## config.mk

```make
export PLATFORM = sky130hd
export DESIGN_NAME = rtc_stopwatch_counter
export DESIGN_NICKNAME = d
export VERILOG_FILES = /design/src/rtl/rtc_stopwatch_counter.sv
export SDC_FILE = /design/constraint.sdc
export NUM_CORES = 1
export LEC_CHECK = 0
export CAP_MARGIN = 15
export CORE_ASPECT_RATIO = 0.7
export CORE_UTILIZATION = 31
export CTS_CLUSTER_DIAMETER = 60
export CTS_CLUSTER_SIZE = 16
export DETAILED_ROUTE_END_ITERATION = 16
export DONT_BUFFER_PORTS = 1
export MAX_ROUTING_LAYER = met4
export SLEW_MARGIN = 20
export SYNTH_ARGS = -nofsm -noshare
export SYNTH_HDL_FRONTEND = slang
export SYNTH_SLANG_ARGS = --single-unit
```

## constraint.sdc

```tcl
create_clock -name i_sclk -period 7.36 [get_ports i_sclk]
set_clock_uncertainty 0.05 [all_clocks]
set_input_delay 2.208 -clock i_sclk [delete_from_list [all_inputs] [get_ports i_sclk]]
set_output_delay 2.208 -clock i_sclk [all_outputs]
set_load 0.005 [all_outputs]
```

## src/rtl/rtc_stopwatch_counter.sv

```systemverilog
// rtc_stopwatch_counter
//   Stopwatch time base and BCD counter. It divides the system clock down to a
//   TICK_HZ tick and keeps a live MM:SS.CC count. It also drives a display
//   register that can be frozen for a lap while the live count keeps running.
//
// Parameters
//   CLK_FREQ_HZ    system clock frequency
//   TICK_HZ        count tick rate; DIV = CLK_FREQ_HZ / TICK_HZ, DIV >= 2
//
// Ports
//   i_sclk         system clock; all logic runs on its rising edge
//   i_reset_n      synchronous active-low reset
//   i_count_init   clears the prescaler, the live count and the display
//   i_count_enb    advances the prescaler and the live count
//   i_latch_count  freezes the display; the live count keeps running
//   o_live         live BCD {min_t, min_u, sec_t, sec_u, cs_t, cs_u}
//   o_disp         display BCD, same packing; lags o_live by one cycle
//   o_tick         one-cycle pulse on every live-count increment
//   o_rollover     one-cycle pulse when the count wraps 59:59.99 -> 00:00.00
module rtc_stopwatch_counter #(
    parameter int unsigned CLK_FREQ_HZ = 100_000_000,
    parameter int unsigned TICK_HZ     = 100
) (
    input  logic        i_sclk,
    input  logic        i_reset_n,
    input  logic        i_count_init,
    input  logic        i_count_enb,
    input  logic        i_latch_count,
    output logic [23:0] o_live,
    output logic [23:0] o_disp,
    output logic        o_tick,
    output logic        o_rollover
);

    localparam int unsigned DIV = CLK_FREQ_HZ / TICK_HZ;
    localparam int unsigned PW  = $clog2(DIV);
    localparam logic [PW-1:0] PRESC_MAX = PW'(DIV - 1);

    logic [PW-1:0] presc_q, presc_d;
    logic [23:0]   live_q, live_d;
    logic [23:0]   disp_q, disp_d;
    logic          tick_q, tick_d;
    logic          roll_q, roll_d;

    logic [23:0]   live_inc;
    logic          live_wrap;

    // Largest legal value of each digit, least significant digit first.
    function automatic logic [3:0] digit_max(input int unsigned idx);
        case (idx)
            3, 5:    digit_max = 4'd5;
            default: digit_max = 4'd9;
        endcase
    endfunction

    // Ripple the +1 from cs_u upwards. A digit at or above its limit wraps to
    // zero and passes the carry on. A carry out of min_t means 59:59.99 wrapped.
    always_comb begin
        logic carry;
        live_inc = live_q;
        carry    = 1'b1;
        for (int unsigned i = 0; i < 6; i++) begin
            if (carry) begin
                if (live_q[i*4 +: 4] >= digit_max(i)) begin
                    live_inc[i*4 +: 4] = '0;
                end else begin
                    live_inc[i*4 +: 4] = live_q[i*4 +: 4] + 4'd1;
                    carry              = 1'b0;
                end
            end
        end
        live_wrap = carry;
    end

    always_comb begin
        presc_d = presc_q;
        live_d  = live_q;
        disp_d  = disp_q;
        tick_d  = 1'b0;
        roll_d  = 1'b0;
        if (i_count_init) begin
            presc_d = '0;
            live_d  = '0;
            disp_d  = '0;
        end else begin
            // The display copies the pre-increment live value, so it trails
            // o_live by exactly one cycle.
            if (!i_latch_count) begin
                disp_d = live_q;
            end
            if (i_count_enb) begin
                if (presc_q == PRESC_MAX) begin
                    presc_d = '0;
                    live_d  = live_inc;
                    tick_d  = 1'b1;
                    roll_d  = live_wrap;
                end else begin
                    presc_d = presc_q + PW'(1);
                end
            end
        end
    end

    always_ff @(posedge i_sclk) begin
        if (!i_reset_n) begin
            presc_q <= '0;
            live_q  <= '0;
            disp_q  <= '0;
            tick_q  <= 1'b0;
            roll_q  <= 1'b0;
        end else begin
            presc_q <= presc_d;
            live_q  <= live_d;
            disp_q  <= disp_d;
            tick_q  <= tick_d;
            roll_q  <= roll_d;
        end
    end

    assign o_live     = live_q;
    assign o_disp     = disp_q;
    assign o_tick     = tick_q;
    assign o_rollover = roll_q;

endmodule
```

==> results by group <==
Setup path
  • CP Capture Type: flop
  • Critical path class: input pin to flop
  • Data required time of the critical path: 7.55 ns
  • Largest driver fanout on the critical path: 11
  • Worst reg-to-reg path cell count: 7
  • Worst setup slack for register-to-register paths: 4.82 ns
  • Worst r2r src: o_live[0]
  • Reg-to-Reg End: o_live[6]
  • Arrival time reported for the critical path endpoint: approximately 4 ns
  • Launching element type of the critical path: input pin

Cells and area
  • ANT cells: 0
  • Fraction of layout instances using a drive strength above 1: 6.16%
  • Layout area overhead: 13.0%
  • # fillers: 983
  • Cell area after layout: 3670 sq um
  • Layout Nets: 376

Yosys
  • Dominant combinational cell family by area after synthesis: simple AND/OR/NAND/NOR gates
  • Library cell with the highest instance count after synthesis: sky130_fd_sc_hd__dfxtp_1
  • Mux cell area share after synthesis: around 8.3%
  • Simple-Gate Fraction of Synth Area: 23.3%
  • Post-Syn Area per Cell: 9.12 sq um
  • Adder-cell area share of the yosys netlist: between 7 and 8%
  • Top cells by area, synth: sky130_fd_sc_hd__dfxtp_1 43%, sky130_fd_sc_hd__mux2i_1 8.3%, sky130_fd_sc_hd__ha_1 7.3%
  • Parity-gate share of the synthesized area counting xor and xnor cells: 4.86%
  • Number of flops mapped to enable cells by yosys: 0
  • Number of warning messages in the yosys log: 0
  • #FFs+latches synth: 70
  • Async set-or-reset flop fraction in the synthesized netlist: 0%
  • Netlist area before placement: 3250 sq um
  • Post-synth cell types: 43
  • Area fraction of the dominant cell type after synthesis: between 40 and 50%
  • Largest area contributor in the synthesized netlist: sky130_fd_sc_hd__dfxtp_1
  • Post-synthesis instance total: 356
  • Leading post-synthesis cells by instance count: 70 x sky130_fd_sc_hd__dfxtp_1, 52 x sky130_fd_sc_hd__nor2_1, 27 x sky130_fd_sc_hd__mux2i_1
  • Number of nets produced by synthesis: 380
  • Share of the yosys chip area belonging to registers: a little over two fifths
  • Most used flip-flop cell after synthesis: sky130_fd_sc_hd__dfxtp_1
  • Compound-gate portion of the synthesized area: 8.83%

Drt
  • Per-cell via count in the routed design: 5.21
  • Routed length per placed instance: 15.4 microns
  • Count of TritonRoute iterations in the first routing pass: 4
  • Remaining antenna violation count: 0
  • Post-Route WL: 7480 microns
  • DRC: 0
  • Number of DRC markers in iteration 0: 131
  • Via count: 2,526

Floorplan
  • Total Die Area: approximately 11,000 sq um
  • Core ar.: 9950 sq um
  • Die Y: 87.6 microns
  • Die Wd: 124 microns
  • Count of boundary I/O pins: 55
  • Placement row count: 30
  • Effective utilization at floorplan: 32.6%

Min path
  • Launch point of the worst hold path: presc_q[5]
  • Path category of the worst min-delay check: flop to flop
  • Worst hold endpoint: presc_q[5]
  • Hold Path Stages: 2

CTS
  • Root buffer selected by CTS: sky130_fd_sc_hd__clkbuf_16
  • Num Clock Sinks: 70
  • Post-CTS setup buffer count: 0
  • Insertion delay to the later sink of the worst-skew pair: 0.34 ns
  • Clock Tree Buf Depth: 2
  • Clock tree from TritonCTS: yes
  • Number of buffers created by CTS: 9
  • Number of H-tree branching levels: 3
  • Number of hold buffers added after cts: 0
  • Clock transition at the register clock pins on the worst setup and hold paths after CTS: 0.06 ns
  • Post-cts resize count: 0

Run status
  • Result of the run: complete, no violations

Power
  • Highest ir drop seen on vdd: ~0.11 mV
  • Static power due to leakage: 1.31 nW
  • Pwr dens: 238 nW/um^2

STA
  • Ratio of final minimum period to clock period: 52.6%
  • Final setup violation count: 0
  • Transition time at the pin with the least slew margin: 1.02 ns
  • Final Slew Violations: 0
  • Final-layout setup total negative slack: 0 ns
  • Time the worst path needs with I/O delays and setup: roughly 3.9 ns
  • Maximum frequency from static timing analysis: 0.258 GHz
  • Headroom to the max-slew limit: 31.8%
  • Count of endpoints failing hold in the final timing report: 0
  • Setup repair after global routing missed its margin: false
  • Final-layout worst hold slack: 0.462 ns

Global routing
  • Global routing usage summed across all routing layers: 14.8%
  • Wire length of the first global-routing pass: 12,200 microns
  • Pin count of the biggest net entering global routing: between 40 and 50
  • Via count of the first global-routing pass: approximately 2.5k
  • Remaining global-route overflow: 0
  • Number of antenna violations at the first check in global routing: 0

Place
  • HPWL after detailed placement: 5130 microns
  • Routability congestion estimate: 0.780
  • Placement Cell Area: 3330 sq um
  • Number of buffers added on ports: 0

Job
  • Maximum Capacitance Violations: 0
-- cells by family after synthesis --
kind of cell / Yosys count
AOI/OAI and AO/OA: 46
xor gates and xnor gates: 18
adders and majority gates: 19
buffers and inverters: 30
DFF: 70
muxes: 27
and+or+nand+nor: 146
-- cell type report --
cell class              count  area (sq um)  share of cell area (%)
clock buffers              11           253                    6.89
flip-flops and latches     70          1400                    38.2
repair buffers              1          7.51                   0.205
well taps                 128           160                    4.37
clock inverters             5          81.3                    2.22
multi-input cells         256          1710                    46.7
inverters                  14          52.6                    1.43
-- worst max-delay path, stage by stage --
cell and delay (ns):
sky130_fd_sc_hd__nand4_1 0.33, sky130_fd_sc_hd__or4_1 0.67, sky130_fd_sc_hd__nor2_1 0.48, sky130_fd_sc_hd__nand4_1 0.18, sky130_fd_sc_hd__a21oi_1 0.19
-- sequential cells by signal, indices dropped and copies added (netlist names) --
signal / count
o_tick: 1
presc_q: 20
o_live: 24
o_disp: 24
o_rollover: 1
-- cells in the final DEF, fill, tap and decap left out, types with 2 or more instances in the layout --
| cell type | synthesis | final |
|---|---|---|
| sky130_fd_sc_hd__ha_1 | 19 | 19 |
| sky130_fd_sc_hd__nor4bb_1 | 2 | 2 |
| sky130_fd_sc_hd__or4_1 | 2 | 2 |
| sky130_fd_sc_hd__nor3b_1 | 4 | 4 |
| sky130_fd_sc_hd__nand3_1 | 12 | 12 |
| sky130_fd_sc_hd__o21ai_0 | 13 | 13 |
| sky130_fd_sc_hd__nand2b_1 | 5 | 4 |
| sky130_fd_sc_hd__nand4_1 | 19 | 19 |
| sky130_fd_sc_hd__o31ai_1 | 3 | 3 |
| sky130_fd_sc_hd__mux2i_1 | 27 | 27 |
| sky130_fd_sc_hd__dfxtp_1 | 70 | 70 |
| sky130_fd_sc_hd__xor2_1 | 12 | 12 |
| sky130_fd_sc_hd__nor2b_1 | 2 | 2 |
| sky130_fd_sc_hd__nor3_1 | 6 | 6 |
| sky130_fd_sc_hd__nor2_1 | 52 | 52 |
| sky130_fd_sc_hd__a41oi_1 | 2 | 2 |
| sky130_fd_sc_hd__a21oi_1 | 16 | 16 |
| sky130_fd_sc_hd__nand2_1 | 18 | 18 |
| sky130_fd_sc_hd__o211ai_1 | 2 | 2 |
| sky130_fd_sc_hd__inv_1 | 14 | 14 |
| sky130_fd_sc_hd__nand4b_1 | 4 | 4 |
| sky130_fd_sc_hd__clkbuf_16 | 0 | 9 |
| sky130_fd_sc_hd__xnor2_1 | 6 | 6 |
| sky130_fd_sc_hd__clkbuf_8 | 0 | 2 |
| sky130_fd_sc_hd__bufinv_16 | 0 | 2 |
| sky130_fd_sc_hd__nor4_1 | 6 | 6 |
| sky130_fd_sc_hd__o31a_1 | 2 | 2 |
| sky130_fd_sc_hd__and3_1 | 4 | 4 |
| sky130_fd_sc_hd__or3_1 | 3 | 3 |
| sky130_fd_sc_hd__and4_1 | 2 | 2 |
-- routing by layer --
metal	wire length [microns]	global-route usage (%)	vias to the layer above
met1	3650	18.2	1189
met4	138	6.90	0
met5	0	-	-
li1	-	-	1254
met2	3130	21.4	71
met3	559	5.56	12
-- where the power goes --
group	switching [W]	internal, W
clock network	0.000165	0.000315
registers	0.000000595	0.000379
logic	0.00000733	0.00000381
total	0.000173	0.000698
-- per-stage QoR --
| stage | total power, W | util (%) | setup WS (ns) | instances |
|---|---|---|---|---|
| after floorplan | 0.000402 | - | 3.42 | 356 |
| after global placement | 0.000400 | 33.5 | 3.20 | 469 |
| after detailed placement | 0.000400 | 33.5 | 3.20 | 469 |
| after CTS | 0.000883 | 36.9 | 3.57 | 485 |
| after global routing | 0.000900 | 36.9 | 3.34 | 485 |
| final | 0.000871 | 36.9 | 3.49 | 485 |
-- worst max-delay path by stage --
stage / slack (ns) / cells past startpoint / start / end
after floorplan: 3.42 / 6 / i_count_enb / o_live[6]
after global placement: 3.20 / 5 / i_count_enb / o_live[16]
after detailed placement: 3.20 / 4 / i_count_enb / o_live[6]
after CTS: 3.57 / 5 / i_count_enb / o_live[16]
after global routing: 3.34 / 5 / i_count_enb / presc_q[6]
final: 3.49 / 5 / i_count_enb / o_live[16]
Note: power is estimated with default switching activity, not from simulation.
